**config.mk**
```make
export PLATFORM = sky130hd
export DESIGN_NAME = mem_arbiter
export DESIGN_NICKNAME = d
export VERILOG_FILES = /design/src/rtl/mem_arbiter_pkg.sv /design/src/rtl/mem_arbiter.sv
export SDC_FILE = /design/constraint.sdc
export NUM_CORES = 1
export LEC_CHECK = 0
export CELL_PAD_IN_SITES_DETAIL_PLACEMENT = 2
export CELL_PAD_IN_SITES_GLOBAL_PLACEMENT = 2
export CORE_AREA = 2 2 505 507
export CTS_CLUSTER_DIAMETER = 150
export DETAILED_ROUTE_END_ITERATION = 12
export DIE_AREA = 0 0 507 509
export PLACE_DENSITY = 0.52
export SLEW_MARGIN = 20
export SYNTH_ARGS = -nofsm -noshare
export SYNTH_HDL_FRONTEND = slang
export SYNTH_SLANG_ARGS = --single-unit
export TNS_END_PERCENT = 20
```
**constraint.sdc**
```tcl
create_clock -name clock -period 1.74 [get_ports clock]
set_clock_uncertainty 0.2 [all_clocks]
set_input_delay 0.435 -clock clock [delete_from_list [all_inputs] [get_ports clock]]
set_output_delay 0.435 -clock clock [all_outputs]
set_load 0.02 [all_outputs]
```
**src/rtl/mem_arbiter_pkg.sv**
```systemverilog
// Shared constants for mem_arbiter: FSM encodings, owner encodings, size defaults.
package mem_arbiter_pkg;

  localparam int unsigned DEF_WORD_SIZE  = 32;
  localparam int unsigned DEF_BLOCK_SIZE = 8;
  localparam int unsigned DEF_MEM_SIZE   = 32;

  typedef enum logic [1:0] {
    IDLE = 2'd0,
    WAIT = 2'd1,
    RESP = 2'd2
  } state_t;

  localparam logic OWN_I = 1'b0;
  localparam logic OWN_D = 1'b1;

endpackage

```
**src/rtl/mem_arbiter.sv**
```systemverilog
// Arbitrates the I-cache and D-cache miss paths onto one block-wide backing memory.
// Tie policy: MEM_ARB_RR_EN defined -> round-robin, otherwise D-cache wins ties.
module mem_arbiter
  import mem_arbiter_pkg::*;
#(
  parameter  int unsigned WORD_SIZE  = DEF_WORD_SIZE,
  parameter  int unsigned BLOCK_SIZE = DEF_BLOCK_SIZE,
  parameter  int unsigned MEM_SIZE   = DEF_MEM_SIZE,
  localparam int unsigned BW         = WORD_SIZE * BLOCK_SIZE,
  localparam int unsigned AW         = $clog2(MEM_SIZE)
) (
  input  logic          clock,
  input  logic          reset,
  input  logic          i_req,
  input  logic [AW-1:0] i_addr,
  output logic          i_ready,
  output logic [BW-1:0] i_data,
  input  logic          d_req,
  input  logic          d_we,
  input  logic [AW-1:0] d_addr,
  input  logic [BW-1:0] d_wdata,
  output logic          d_ready,
  output logic [BW-1:0] d_rdata,
  output logic          mem_ren,
  output logic          mem_wen,
  output logic [AW-1:0] mem_addr,
  output logic [BW-1:0] mem_wdata,
  input  logic          mem_ready,
  input  logic [BW-1:0] mem_rdata,
  output logic          owner,
  output logic          busy
);

  state_t        state, state_nxt;
  logic          win;
  logic          owner_nxt;
  logic          mem_ren_nxt, mem_wen_nxt;
  logic [AW-1:0] mem_addr_nxt;
  logic [BW-1:0] mem_wdata_nxt;
  logic          i_ready_nxt, d_ready_nxt;
  logic [BW-1:0] i_data_nxt, d_rdata_nxt;
  logic          busy_nxt;
`ifdef MEM_ARB_RR_EN
  logic          rr_prio, rr_prio_nxt;
`endif

  // Next-state, arbitration and next-output logic
  always_comb begin
    state_nxt     = state;
    owner_nxt     = owner;
    mem_ren_nxt   = mem_ren;
    mem_wen_nxt   = mem_wen;
    mem_addr_nxt  = mem_addr;
    mem_wdata_nxt = mem_wdata;
    i_ready_nxt   = 1'b0;
    d_ready_nxt   = 1'b0;
    i_data_nxt    = i_data;
    d_rdata_nxt   = d_rdata;
    win           = OWN_I;
`ifdef MEM_ARB_RR_EN
    rr_prio_nxt   = rr_prio;
`endif

    if (i_req && d_req) begin
`ifdef MEM_ARB_RR_EN
      win = rr_prio;
`else
      win = OWN_D;
`endif
    end else if (d_req) begin
      win = OWN_D;
    end

    case (state)
      IDLE: begin
        if (i_req || d_req) begin
          owner_nxt = win;
          state_nxt = WAIT;
`ifdef MEM_ARB_RR_EN
          rr_prio_nxt = ~win;
`endif
          if (win == OWN_D) begin
            mem_addr_nxt  = d_addr;
            mem_wdata_nxt = d_wdata;
            mem_ren_nxt   = ~d_we;
            mem_wen_nxt   = d_we;
          end else begin
            mem_addr_nxt  = i_addr;
            mem_ren_nxt   = 1'b1;
            mem_wen_nxt   = 1'b0;
          end
        end
      end
      WAIT: begin
        if (mem_ready) begin
          state_nxt   = RESP;
          mem_ren_nxt = 1'b0;
          mem_wen_nxt = 1'b0;
          if (owner == OWN_D) begin
            d_ready_nxt = 1'b1;
            if (mem_ren) d_rdata_nxt = mem_rdata;
          end else begin
            i_ready_nxt = 1'b1;
            i_data_nxt  = mem_rdata;
          end
        end
      end
      RESP:    state_nxt = IDLE;
      default: state_nxt = IDLE;
    endcase

    busy_nxt = (state_nxt != IDLE);
  end

  // State and output registers; reset abandons any access in flight
  always_ff @(posedge clock or negedge reset) begin
    if (!reset) begin
      state     <= IDLE;
      owner     <= OWN_I;
      mem_ren   <= 1'b0;
      mem_wen   <= 1'b0;
      mem_addr  <= '0;
      mem_wdata <= '0;
      i_ready   <= 1'b0;
      d_ready   <= 1'b0;
      i_data    <= '0;
      d_rdata   <= '0;
      busy      <= 1'b0;
`ifdef MEM_ARB_RR_EN
      rr_prio   <= OWN_I;
`endif
    end else begin
      state     <= state_nxt;
      owner     <= owner_nxt;
      mem_ren   <= mem_ren_nxt;
      mem_wen   <= mem_wen_nxt;
      mem_addr  <= mem_addr_nxt;
      mem_wdata <= mem_wdata_nxt;
      i_ready   <= i_ready_nxt;
      d_ready   <= d_ready_nxt;
      i_data    <= i_data_nxt;
      d_rdata   <= d_rdata_nxt;
      busy      <= busy_nxt;
`ifdef MEM_ARB_RR_EN
      rr_prio   <= rr_prio_nxt;
`endif
    end
  end

endmodule

```
# == After elaboration in Yosys (flattened, before gate mapping) ==
# Cells that the tools add are included.
# word_totals
elab_cells,45
output_inout_bits,779
register_bits,781
inputBits,528
# classes
n_mux,19
n_eq_ne,3
reduce_logical,10
n_bitwise,2
# ops
op,count
1-bit two-way mux,13
3-bit AND reduction,3
5-bit two-way mux,1
2-bit two-way mux,2
"2-bit != test, second input constant",2
1-bit one-hot mux with 2 select lines,2
2-bit one-hot mux with 2 select lines,1
4-bit AND reduction,1
2-bit nonzero test,2
"2-bit by 1-bit equality test with 1-bit output, second input constant",1
2-bit logical NOT,1
1-bit inverter,2
2-bit AND reduction,1
1-bit logical AND,1
1-bit logical OR,1

# == Longest topological paths before layout ==
# Gate-level depths: netlist (run 1).
# logic_depth
word_depth,5
mapped_depth,7
depth_no_buf,4

# == Worst setup path after synthesis (run 1) ==
# Ideal clock, no wire load.
# synth_timing
path_type,input port to flip-flop
start,input port d_req
end,register mem_wdata[43]
arrival_time_ns,1.508
slack_ns,-0.093
n_path_buf,4
setup_ns,0.125
t_required_ns,1.415
cell_stages,6
cell_sequence,buf_2 -> and2_1 -> buf_4 -> buf_6 -> buf_6 -> mux2_2
# synth_between
elab_chain_len,3
elab_cells_between_ends,5
cone_classes,2 x mux; 3 x reduce/logical
# synth_lines
element,line_no,rtl
from (decl),mem_arbiter.sv:18,"input logic d_req,"
1-bit two-way mux or 1-bit logical AND (tied branches),"mem_arbiter.sv:70, mem_arbiter.sv:64",
1-bit two-way mux,mem_arbiter.sv:64,if (i_req && d_req) begin
3-bit AND reduction (no line) (*),n/a,
to (signal assigned),mem_arbiter.sv:138,mem_wdata <= mem_wdata_nxt;
to (decl),mem_arbiter.sv:27,"output logic [BW-1:0] mem_wdata,"
# Mark *: on every way between the ends. The rest lies on a longest branch, timed or not.
# A chain may end at the register's enable or synchronous reset.

# == Worst setup path in the final report (run 1) ==
# layout_timing
start,register state[0]
end,register mem_wdata[103]
# layout_between
elab_chain_len,2
# layout_lines
element,line_no,rtl
from (decl),mem_arbiter.sv:34,"state_t state, state_nxt;"
from (signal assigned),mem_arbiter.sv:133,state <= state_nxt;
2-bit logical NOT,mem_arbiter.sv:74,case (state)
3-bit AND reduction (no line),n/a,
# Every way passes these cells.

==> insert_results.sql, run 1 <==
INSERT INTO impl_metrics (metric_group, metric, value, unit) VALUES
('run_status', 'outcome', 'finished with violations', ''),
('run_status', 'failed_checks', 'negative setup slack', ''),
('detailed_routing', 'drt-total-wl', '174000', 'µm'),
('timing', 'whs', '102', 'ps'),
('power_and_ir_drop', 'powerDensity', '2130', 'mW/mm²'),
('layout', 'syn_to_final_growth', '84.1', '%'),
('floorplan', 'chipWidth', '507', 'µm'),
('floorplan', 'floorplan.die_area', '0.258', 'mm²'),
('floorplan', 'chipHeight', '509', 'µm'),
('synthesis', 'yosys.cell_types.count', '22', ''),
('global_route', 'grt_use_total', '13.0', '%'),
('clock_network', 'max-clock-path-buffers', '3', ''),
('global_route', 'gr-total-overflow', '0', ''),
('setup_path', 'crit_path_end_kind', 'register', ''),
('detailed_routing', 'postRouteAntennaNets', '0', ''),
('setup_path', 'setup.worst_path.class', 'reg -> reg', ''),
('timing', 'timing.final.max_slew_violations', '0', ''),
('run', 'max_cap_viol_count', '0', ''),
('global_route', 'grt_antenna_before_repair', '95', ''),
('timing', 'final-hold-violation-count', '0', ''),
('timing', 'finalSetupViolCount', '1522', ''),
('timing', 'timing.final.crit_share', '121', '%'),
('place', 'dpl_worst_slack', '-965', 'ps'),
('floorplan', 'fp-row-count', '185', ''),
('layout', 'fraction_of_layout_instances_using_a_drive_strength_above_1', '59.5', '%'),
('synthesis', 'synth_sequential_area_ratio', '64.4', '%'),
('timing', 'period_minus_slack', '2110', 'ps'),
('clock_network', 'clock_tree.root_cell', 'sky130_fd_sc_hd__clkbuf_16', ''),
('setup_path', 'crit_arrival', '2540', 'ps'),
('timing', 'maxClockFrequency', '474', 'MHz'),
('floorplan', 'placeableCoreArea', '0.253', 'mm²'),
('detailed_routing', 'vias_per_cell', '3.22', ''),
('synthesis', 'yosysWarnings', '0', ''),
('floorplan', 'pin_count', '1307', ''),
('synthesis', 'postSynthCellCount', '1664', ''),
('detailed_routing', 'routedWlPerCell', '25.4', 'µm'),
('global_route', 'first_global_vias', '24700', ''),
('clock_network', 'clock_insertion_delay_worst_skew', '750', 'ps'),
('place', 'detailed_place_hpwl', '141000', 'µm'),
('layout', 'instances_no_fill', '6854', ''),
('clock_network', 'clkTransAtPathRegs', '60', 'ps'),
('synthesis', 'synthesis.nets', '2192', ''),
('detailed_routing', 'first_pass_iters', '4', ''),
('timing', 'worst_slew_pin_slew', '789', 'ps'),
('setup_path', 'timing.critical_path.required', '2170', 'ps'),
('synthesis', 'syn_area', '0.0304', 'mm²'),
('floorplan', 'floorplan.initialDensity', '12.0', '%'),
('synthesis', 'synth.top_cell.area_share', '64.4', '%'),
('synthesis', 'synth_area_leader_cell', 'sky130_fd_sc_hd__dfrtp_1', ''),
('timing', 'rsz0062_at_grt', 'true', ''),
('synthesis', 'synth_seq_cells', '781', ''),
('setup_path', 'worst_setup_sp_type', 'register', ''),
('clock_network', 'cts.sinks', '781', ''),
('power_and_ir_drop', 'static-leakage-power', '24.0', 'nW'),
('setup_path', 'path_max_fanout', '18', ''),
('min_path', 'min_path_type', 'in -> reg', ''),
('place', 'place_congestion', '0.894', ''),
('place', 'place_inst', '6385', ''),
('layout', 'fillerInstances', '27300', ''),
('place', 'io_buffers', '1306', ''),
('timing', 'timing.final.ws_setup', '-369', 'ps'),
('clock_network', 'cts_buffer_count', '105', ''),
('synthesis', 'top_area_cells_in_the_synthesized_netlist', 'sky130_fd_sc_hd__dfrtp_1 64%, sky130_fd_sc_hd__mux2_2 19%, sky130_fd_sc_hd__mux2_4 13%', ''),
('synthesis', 'syn_area_per_cell', '18.2', 'µm²'),
('clock_network', 'htree_num_levels', '3', ''),
('power_and_ir_drop', 'peak_ir_drop_on_the_vdd_network', '1080', 'µV'),
('clock_network', 'tritoncts_clock_tree', 'built', ''),
('detailed_routing', 'drt_drc_violations_left', '0', ''),
('timing', 'max-slew-margin-rel', '47.2', '%'),
('detailed_routing', 'drtIter0Drc', '862', ''),
('detailed_routing', 'total_via_count_in_the_routed_design', '22100', ''),
('global_route', 'grt_pass1_wl', '230000', 'µm'),
('layout', 'final_net_count', '3900', ''),
('global_route', 'grt_max_degree', '61', '');
## layer usage
metal  wire length [µm]  track usage, %  up-vias  share of wire, %
met5                434               0        -              0.25
met4               3370            3.14       68               1.9
met3              20300            6.50      265                12
met2              83900            21.7     1042                48
met1              66400            14.7    11400                38
li1                   -               -     9353                 -
## synth_stat cells (all sizes together)
cell type,instances
dfrtp,781
nand2,3
nand3b,1
and2,3
mux2i,1
buf,87
a31o,1
nand2b,1
and3,2
inv,1
o21ai,2
mux2,778
a21o,1
nor2,2
## final cells by class
type / instances / area, µm² / share of cell area, %
Antenna cell: 34 / 85.1 / 0.152
Clock buffer: 146 / 3010 / 5.39
Clock inverter: 43 / 544 / 0.974
Inverter: 1 / 3.75 / 0.00672
Multi-Input combinational cell: 795 / 9850 / 17.6
Sequential cell: 781 / 19600 / 35.0
Tap cell: 3366 / 4210 / 7.54
Timing Repair Buffer: 1688 / 18600 / 33.3
## power breakdown
part / internal (mW) / total, mW / switching [mW]
combinational: 33.7 / 60.6 / 26.9
sequential: 27.6 / 35.9 / 8.30
clock: 13.3 / 22.5 / 9.23
## path summary, 6_finish.rpt
kind | from | slack [ps] | end | cells past startpoint
min | d_wdata[155] | 100 | mem_wdata[155] | 2
max reg2reg | state[0] | -370 | mem_wdata[103] | 6
max in group asynchronous | reset | 80 | d_rdata[147] | 3
max | state[0] | -370 | mem_wdata[103] | 6
min in group asynchronous | reset | 110 | mem_wdata[166] | 3
min reg2reg | i_data[123] | 300 | i_data[123] | 1
## cells in the final DEF, fill, tap and decap left out, types with 2 or more instances in the layout
cell type                         netlist  routed
sky130_fd_sc_hd__bufinv_16              0       8
sky130_fd_sc_hd__and2_1                 3       2
sky130_fd_sc_hd__clkinvlp_4             0       4
sky130_fd_sc_hd__inv_6                  0       3
sky130_fd_sc_hd__dfrtp_1              781     755
sky130_fd_sc_hd__clkbuf_8               0      19
sky130_fd_sc_hd__buf_8                  0       2
sky130_fd_sc_hd__nand2_1                3       3
sky130_fd_sc_hd__clkbuf_1               0      20
sky130_fd_sc_hd__mux2_4               254     254
sky130_fd_sc_hd__dlygate4sd2_1          0       3
sky130_fd_sc_hd__buf_6                 32     582
sky130_fd_sc_hd__buf_4                  1     290
sky130_fd_sc_hd__diode_2                0      34
sky130_fd_sc_hd__clkinv_4               0       2
sky130_fd_sc_hd__buf_12                22     161
sky130_fd_sc_hd__dfrtp_2                0      26
sky130_fd_sc_hd__clkdlybuf4s50_1        0     526
sky130_fd_sc_hd__clkinv_2               0      22
sky130_fd_sc_hd__clkbuf_16              0     116
sky130_fd_sc_hd__dlygate4sd3_1          0      63
sky130_fd_sc_hd__clkinv_16              0       4
sky130_fd_sc_hd__buf_16                 0       6
sky130_fd_sc_hd__clkbuf_2               0       3
sky130_fd_sc_hd__mux2_1                 9       9
sky130_fd_sc_hd__buf_2                 32      28
sky130_fd_sc_hd__clkdlybuf4s15_1        0      14
sky130_fd_sc_hd__mux2_2               515     515
## repair_timing
action                                 4_1_cts  5_1_grt
resized for setup                         2672     1223
gates cloned                                 0       12
setup buffers                               90       81
hold buffers                                63        0
endpoints found under the hold margin      842        0
setup endpoints to repair                 1540     1560
pin swaps                                    0        0
## kinds of logic (layout without fill, tap and decap cells)
family	after synthesis	count (layout)	synth area share, %
multiplexers	779	779	32.0
AND/OR/NAND/NOR	12	12	0.276
buffers and inverters	88	1878	3.20
AO/OA/AOI/OAI	4	4	0.0989
flip-flops	781	781	64.4
other	0	34	0
## through the flow
stage                     cell area [µm²]  TNS (ps)  utilization (%)  total power [mW]
after floorplan                     30400    -29290                -              58.1
after global placement              49300   -561370             19.5              91.0
after detailed placement            49300   -574210             19.5              91.6
after CTS                           54500   -487790             21.5               116
after global routing                55800   -441630             22.1               125
final                               55900   -310100             22.1               119
## worst max-delay path, stage by stage, from the launching register on
cell                      delay [ps]
sky130_fd_sc_hd__dfrtp_1         420
sky130_fd_sc_hd__nor2_2          150
sky130_fd_sc_hd__and2_4          200
sky130_fd_sc_hd__buf_16          190
sky130_fd_sc_hd__buf_4           220
sky130_fd_sc_hd__buf_12          140
sky130_fd_sc_hd__mux2_2          330
## sequential cells by signal, indices dropped and copies added (netlist names)
| name | count |
|---|---|
| mem_wen | 1 |
| d_rdata | 256 |
| mem_addr | 5 |
| state | 2 |
| mem_ren | 1 |
| owner | 1 |
| d_ready | 1 |
| mem_wdata | 256 |
| i_ready | 1 |
| i_data | 256 |
| busy | 1 |
Note: power is estimated with default switching activity, not from simulation.
==> inputs of run 2 (changes only) <==
- GPL_TIMING_DRIVEN: not set -> 0
==> insert_results.sql, run 2 (same netlist as run 1, synthesis figures left out) <==
INSERT INTO impl_metrics (metric_group, metric, value, unit) VALUES
('setup_path', 'ff2ff_setup_slack', '-390', 'ps'),
('setup_path', 'crit-reg2reg-capture', 'd_rdata[96]', ''),
('floorplan', 'floorplan.die_area', '0.258', 'mm²'),
('timing', 'period_minus_slack', '2130', 'ps'),
('timing', 'max-slew-margin-rel', '50.3', '%'),
('floorplan', 'fp-row-count', '185', ''),
('run_status', 'failed_checks', 'negative hold slack, negative setup slack', ''),
('clock_network', 'clock_insertion_delay_worst_skew', '720', 'ps'),
('timing', 'timing.final.ws_setup', '-388', 'ps'),
('setup_path', 'timing.critical_path.required', '2150', 'ps'),
('clock_network', 'htree_num_levels', '3', ''),
('timing', 'worst_slew_pin_slew', '745', 'ps'),
('detailed_routing', 'total_via_count_in_the_routed_design', '21900', ''),
('timing', 'whs', '-617', 'ps'),
('detailed_routing', 'first_pass_iters', '4', ''),
('min_path', 'min_path_type', 'in -> async', ''),
('setup_path', 'crit_top_cell', 'sky130_fd_sc_hd__buf_16', ''),
('setup_path', 'path_max_fanout', '5', ''),
('global_route', 'grt_pass1_wl', '238000', 'µm'),
('layout', 'instances_no_fill', '6752', ''),
('run_status', 'outcome', 'finished with violations', ''),
('setup_path', 'worst_setup_path_startpoint', 'state[1]', ''),
('layout', 'largestRegisters', 'd_rdata x256, i_data x256, mem_wdata x256', ''),
('global_route', 'grt_max_degree', '112', ''),
('global_route', 'grt_use_total', '13.7', '%'),
('setup_path', 'crit_arrival', '2540', 'ps'),
('setup_path', 'critical_path.cell_chain', 'nand3b_4, inv_2, and3_4, buf_12, buf_16, buf_16, clkbuf_16, mux2_4', ''),
('timing', 'timing.final.max_slew_violations', '0', ''),
('detailed_routing', 'drtIter0Drc', '778', ''),
('setup_path', 'cp-endpoint', 'd_rdata[96]', ''),
('detailed_routing', 'vias_per_cell', '3.25', ''),
('timing', 'maxClockFrequency', '470', 'MHz'),
('setup_path', 'critical-path-max-stage-delay', '380', 'ps'),
('floorplan', 'floorplan.initialDensity', '12.0', '%'),
('power_and_ir_drop', 'power.share.sequential', '30.4', '%'),
('timing', 'finalSetupViolCount', '1552', ''),
('clock_network', 'cts_buffer_count', '105', ''),
('clock_network', 'clock_tree.root_cell', 'sky130_fd_sc_hd__clkbuf_16', ''),
('place', 'place_inst', '6342', ''),
('power_and_ir_drop', 'total_switching_power', '43.6', 'mW'),
('layout', 'final_net_count', '3796', ''),
('setup_path', 'reg2reg_from', 'state[1]', ''),
('floorplan', 'placeableCoreArea', '0.253', 'mm²'),
('power_and_ir_drop', 'clkPwrFrac', '19.9', '%'),
('place', 'place_congestion', '0.877', ''),
('detailed_routing', 'drt_drc_violations_left', '0', ''),
('power_and_ir_drop', 'internal-power', '68.5', 'mW'),
('setup_path', 'cpMaxStageDelayCell', 'sky130_fd_sc_hd__dfrtp_1', ''),
('global_route', 'gr-total-overflow', '0', ''),
('layout', 'layout.cells.most_common', 'sky130_fd_sc_hd__dfrtp_1', ''),
('power_and_ir_drop', 'powerDensity', '2060', 'mW/mm²'),
('setup_path', 'crit_path_end_kind', 'register', ''),
('clock_network', 'max-clock-path-buffers', '3', ''),
('power_and_ir_drop', 'static-leakage-power', '23.0', 'nW'),
('place', 'detailed_place_hpwl', '146000', 'µm'),
('power_and_ir_drop', 'peak_ir_drop_on_the_vdd_network', '849', 'µV'),
('setup_path', 'worst_reg2reg_path_depth', '8', ''),
('run', 'max_cap_viol_count', '0', ''),
('layout', 'fraction_of_layout_instances_using_a_drive_strength_above_1', '58.1', '%'),
('floorplan', 'chipHeight', '509', 'µm'),
('place', 'placed_cell_area', '0.0479', 'mm²'),
('detailed_routing', 'postRouteAntennaNets', '0', ''),
('clock_network', 'cts.sinks', '781', ''),
('layout', 'mostFrequentLayoutCells', '757 x sky130_fd_sc_hd__dfrtp_1, 525 x sky130_fd_sc_hd__clkdlybuf4s50_1, 407 x sky130_fd_sc_hd__mux2_2', ''),
('clock_network', 'clkTransAtPathRegs', '60', 'ps'),
('clock_network', 'tritoncts_clock_tree', 'built', ''),
('timing', 'rsz0062_at_grt', 'true', ''),
('layout', 'finalInstanceArea', '0.0545', 'mm²'),
('setup_path', 'worst_setup_sp_type', 'register', ''),
('detailed_routing', 'drt-total-wl', '184000', 'µm'),
('setup_path', 'setup.worst_path.class', 'reg -> reg', ''),
('floorplan', 'chipWidth', '507', 'µm'),
('timing', 'final-hold-violation-count', '278', ''),
('power_and_ir_drop', 'power.switching_fraction', '38.9', '%'),
('place', 'io_buffers', '1305', ''),
('power_and_ir_drop', 'comb_power_share', '49.7', '%'),
('timing', 'timing.final.crit_share', '122', '%'),
('power_and_ir_drop', 'total_power', '112', 'mW'),
('place', 'dpl_worst_slack', '-1950', 'ps'),
('global_route', 'first_global_vias', '24200', ''),
('layout', 'syn_to_final_growth', '79.5', '%'),
('global_route', 'grt_antenna_before_repair', '92', ''),
('floorplan', 'pin_count', '1307', ''),
('detailed_routing', 'routedWlPerCell', '27.3', 'µm');
## run 2: changes by cell type in the layout (fill, tap and decap cells not counted), sizes merged, moves of 3 or more
cell	previous run	this run
clkdlybuf4s15	15	379
clkbuf	158	176
buf	1069	593
bufinv	8	3
clkinvlp	4	1
## run 2: worst min path at each step
stage | start | to | slack, ps | cells after the start
final | reset | mem_wdata[56] | -620 | 1
after global routing | reset | mem_wdata[56] | -650 | 1
after CTS | reset | mem_wdata[56] | -710 | 1
after detailed placement | reset | mem_wdata[56] | 180 | 1
after global placement | mem_wdata[145] | mem_wdata[145] | 270 | 1
after floorplan | reset | busy | -60 | 0
## run 2: layout make-up
| cell class | count | area [µm²] |
|---|---|---|
| inverter | 1 | 3.75 |
| timing repair buffer | 1499 | 15400 |
| multi-input combinational | 795 | 10300 |
| buffer | 85 | 1420 |
| clock inverter | 35 | 373 |
| antenna | 32 | 80.1 |
| clock buffer | 158 | 3190 |
| sequential | 781 | 19600 |
| fill | 27400 | 198000 |
| tap | 3366 | 4210 |
## run 2: per-layer routing
layer,wire length (µm),part of all wire [%],vias up,global-route usage [%]
li1,-,-,9178,-
met1,68700,37,11400,15.2
met2,89400,49,1080,23.0
met3,21600,12,271,6.87
met4,4140,2.2,54,3.41
met5,354,0.19,-,0
## run 2: per-stage QoR
stage               setup TNS, ps  hold slack (ps)  utilization (%)
detailed placement       -1049620              180             18.9
CTS                       -552250             -708             20.8
finish                    -375970             -617             21.6
global placement                -              275             18.8
floorplan                  -29290            -60.6                -
global route              -523240             -650             21.5
## run 2: power groups by stage
stage               registers (mW)  logic, mW  clock network (mW)
floorplan                     43.7       14.4                   0
global placement              33.8       54.8                   0
detailed placement            33.8       55.3                   0
CTS                           33.8       52.9                23.5
global route                  35.4       58.8                24.1
finish                        34.1       55.8                22.3
## run 2: timing repair
item | in CTS | in global routing
gates resized for setup | 2730 | 920
pin swaps | 2 | 2
endpoints found under the setup margin | 1648 | 1652
setup buffers | 20 | 76
cloned | 10 | 18
endpoints found under the hold margin | 409 | 282
hold buffers | 63 | 2
## run 2: worst max-delay path: cells and delay by family (launching register included)
family / cells / cell delay, ps
buf+inv: 5 / 710
flops: 1 / 380
mux: 1 / 300
simple gates: 2 / 390
==> inputs of run 3 (changes only) <==
- CTS_CLUSTER_SIZE: not set -> 28
==> insert_results.sql, run 3 (same netlist as run 1, synthesis figures left out) <==
INSERT INTO impl_metrics (metric_group, metric, value, unit) VALUES
('run_status', 'outcome', 'finished with violations', ''),
('run_status', 'failed_checks', 'negative hold slack, negative setup slack', ''),
('floorplan', 'chipHeight', '509', 'µm'),
('timing', 'finalSetupViolCount', '1548', ''),
('setup_path', 'setup.worst_path.class', 'reg -> reg', ''),
('setup_path', 'crit_arrival', '2490', 'ps'),
('power_and_ir_drop', 'internal-power', '60.3', 'mW'),
('setup_path', 'timing.critical_path.required', '2110', 'ps'),
('clock_network', 'cts_buffer_count', '38', ''),
('floorplan', 'pin_count', '1307', ''),
('timing', 'whs', '-551', 'ps'),
('detailed_routing', 'first_pass_iters', '4', ''),
('power_and_ir_drop', 'comb_power_share', '55.2', '%'),
('floorplan', 'floorplan.initialDensity', '12.0', '%'),
('timing', 'timing.final.max_slew_violations', '0', ''),
('run', 'max_cap_viol_count', '0', ''),
('setup_path', 'worst_reg2reg_path_depth', '7', ''),
('clock_network', 'tritoncts_clock_tree', 'built', ''),
('global_route', 'grt_pass1_wl', '241000', 'µm'),
('detailed_routing', 'routedWlPerCell', '28.5', 'µm'),
('power_and_ir_drop', 'power.switching_fraction', '41.0', '%'),
('timing', 'final-hold-violation-count', '260', ''),
('timing', 'timing.final.crit_share', '122', '%'),
('clock_network', 'clkTransAtPathRegs', '120', 'ps'),
('layout', 'fraction_of_layout_instances_using_a_drive_strength_above_1', '49.1', '%'),
('detailed_routing', 'total_via_count_in_the_routed_design', '21200', ''),
('power_and_ir_drop', 'total_switching_power', '42.0', 'mW'),
('layout', 'fillerInstances', '27500', ''),
('detailed_routing', 'postRouteAntennaNets', '0', ''),
('global_route', 'grt_max_degree', '112', ''),
('clock_network', 'clock_tree.root_cell', 'sky130_fd_sc_hd__clkbuf_16', ''),
('power_and_ir_drop', 'clkPwrFrac', '11.7', '%'),
('floorplan', 'chipWidth', '507', 'µm'),
('global_route', 'gr-total-overflow', '0', ''),
('setup_path', 'worst_setup_path_startpoint', 'state[1]', ''),
('clock_network', 'cts.sinks', '781', ''),
('detailed_routing', 'drtIter0Drc', '913', ''),
('layout', 'layout.cells.most_common', 'sky130_fd_sc_hd__dfrtp_1', ''),
('layout', 'final_net_count', '3673', ''),
('clock_network', 'post_cts_hold_buffer_count', '2', ''),
('setup_path', 'cp-endpoint', 'mem_wdata[51]', ''),
('setup_path', 'ff2ff_setup_slack', '-380', 'ps'),
('floorplan', 'placeableCoreArea', '0.253', 'mm²'),
('timing', 'maxClockFrequency', '471', 'MHz'),
('global_route', 'grt_use_total', '13.9', '%'),
('floorplan', 'fp-row-count', '185', ''),
('power_and_ir_drop', 'static-leakage-power', '22.0', 'nW'),
('layout', 'syn_to_final_growth', '74.3', '%'),
('clock_network', 'htree_num_levels', '2', ''),
('detailed_routing', 'drt-total-wl', '187000', 'µm'),
('setup_path', 'worst_setup_sp_type', 'register', ''),
('timing', 'max-slew-margin-rel', '46.4', '%'),
('clock_network', 'max-clock-path-buffers', '3', ''),
('layout', 'mostFrequentLayoutCells', '753 x sky130_fd_sc_hd__dfrtp_1, 525 x sky130_fd_sc_hd__clkdlybuf4s50_1, 403 x sky130_fd_sc_hd__mux2_4', ''),
('setup_path', 'crit_path_end_kind', 'register', ''),
('detailed_routing', 'vias_per_cell', '3.24', ''),
('power_and_ir_drop', 'peak_ir_drop_on_the_vdd_network', '660', 'µV'),
('clock_network', 'clock_insertion_delay_worst_skew', '670', 'ps'),
('layout', 'multiInputGateArea', '0.0104', 'mm²'),
('place', 'dpl_worst_slack', '-1950', 'ps'),
('setup_path', 'path_max_fanout', '10', ''),
('setup_path', 'crit-reg2reg-capture', 'mem_wdata[51]', ''),
('power_and_ir_drop', 'powerDensity', '1930', 'mW/mm²'),
('timing', 'rsz0062_at_grt', 'true', ''),
('layout', 'largestRegisters', 'd_rdata x256, i_data x256, mem_wdata x256', ''),
('place', 'placed_cell_area', '0.0479', 'mm²'),
('floorplan', 'floorplan.die_area', '0.258', 'mm²'),
('layout', 'regArea', '0.0196', 'mm²'),
('place', 'detailed_place_hpwl', '146000', 'µm'),
('min_path', 'min_path_type', 'in -> async', ''),
('timing', 'worst_slew_pin_slew', '804', 'ps'),
('timing', 'timing.final.ws_setup', '-383', 'ps'),
('global_route', 'grt_antenna_before_repair', '95', ''),
('place', 'place_congestion', '0.877', ''),
('detailed_routing', 'drt_drc_violations_left', '0', ''),
('timing', 'period_minus_slack', '2120', 'ps'),
('setup_path', 'reg2reg_from', 'state[1]', ''),
('place', 'io_buffers', '1305', ''),
('power_and_ir_drop', 'power.share.sequential', '33.1', '%'),
('layout', 'finalInstanceArea', '0.0529', 'mm²'),
('global_route', 'first_global_vias', '23700', '');
==> run 3: what timing repair did <==
action	CTS	global route
cloned	36	23
endpoints found under the setup margin	1648	1647
hold endpoints to repair	307	210
resized for setup	2501	251
pin swaps	2	2
buffers inserted	65	17
==> run 3: power by group through the flow <==
stage                     clock network, mW  logic, mW  registers [mW]
final                                  12.0       56.5            33.8
after global routing                   13.2       59.4            35.1
after CTS                              12.8       56.6            33.8
after detailed placement                  0       55.3            33.8
after global placement                    0       54.8            33.8
after floorplan                           0       14.4            43.7
==> run 3: layer usage <==
metal | vias to the layer above | global-route usage (%) | routed length [µm] | part of all wire, %
li1 | 8828 | - | - | -
met1 | 11100 | 15.8 | 72500 | 39
met2 | 1003 | 23.5 | 90200 | 48
met3 | 209 | 6.47 | 19700 | 11
met4 | 58 | 3.03 | 4110 | 2.2
met5 | - | 0 | 370 | 0.20
==> run 3: per-stage QoR <==
step                      power [mW]  instances  util (%)   TNS, ps
after global placement          88.5       6335      18.8         -
after floorplan                 58.1       1664         -    -29290
after detailed placement        89.1       6342      18.9  -1049620
after global routing             108       6532      20.9   -537240
after CTS                        103       6498      20.6   -549950
final                            102       6549      20.9   -416920
==> run 3: worst min path at each step <==
| stage | start | cells after the start | to | slack (ps) |
|---|---|---|---|---|
| final | reset | 1 | mem_wdata[56] | -550 |
| after global routing | reset | 1 | mem_wdata[56] | -570 |
| after CTS | reset | 1 | mem_wdata[56] | -630 |
| after detailed placement | reset | 1 | mem_wdata[56] | 180 |
| after global placement | mem_wdata[145] | 1 | mem_wdata[145] | 270 |
| after floorplan | reset | 0 | busy | -60 |
==> run 3: cell type report <==
cell class                      count  share of cell area, %
Sequential cell                   781                   37.0
Timing Repair Buffer             1446                   29.9
Multi-Input combinational cell    795                   19.7
Tap cell                         3366                   7.96
Buffer                             82                   2.95
Clock buffer                       43                   1.99
Clock inverter                     10                  0.366
Antenna cell                       25                  0.118
Inverter                            1                0.00709
==> run 3: worst max-delay path, cell delays in order (launching register included) <==
cell                      delay [ps]
sky130_fd_sc_hd__dfrtp_1         400
sky130_fd_sc_hd__buf_4           140
sky130_fd_sc_hd__nor2_4           90
sky130_fd_sc_hd__and2_4          170
sky130_fd_sc_hd__buf_12          190
sky130_fd_sc_hd__buf_16          200
sky130_fd_sc_hd__buf_6           200
sky130_fd_sc_hd__mux2_2          340
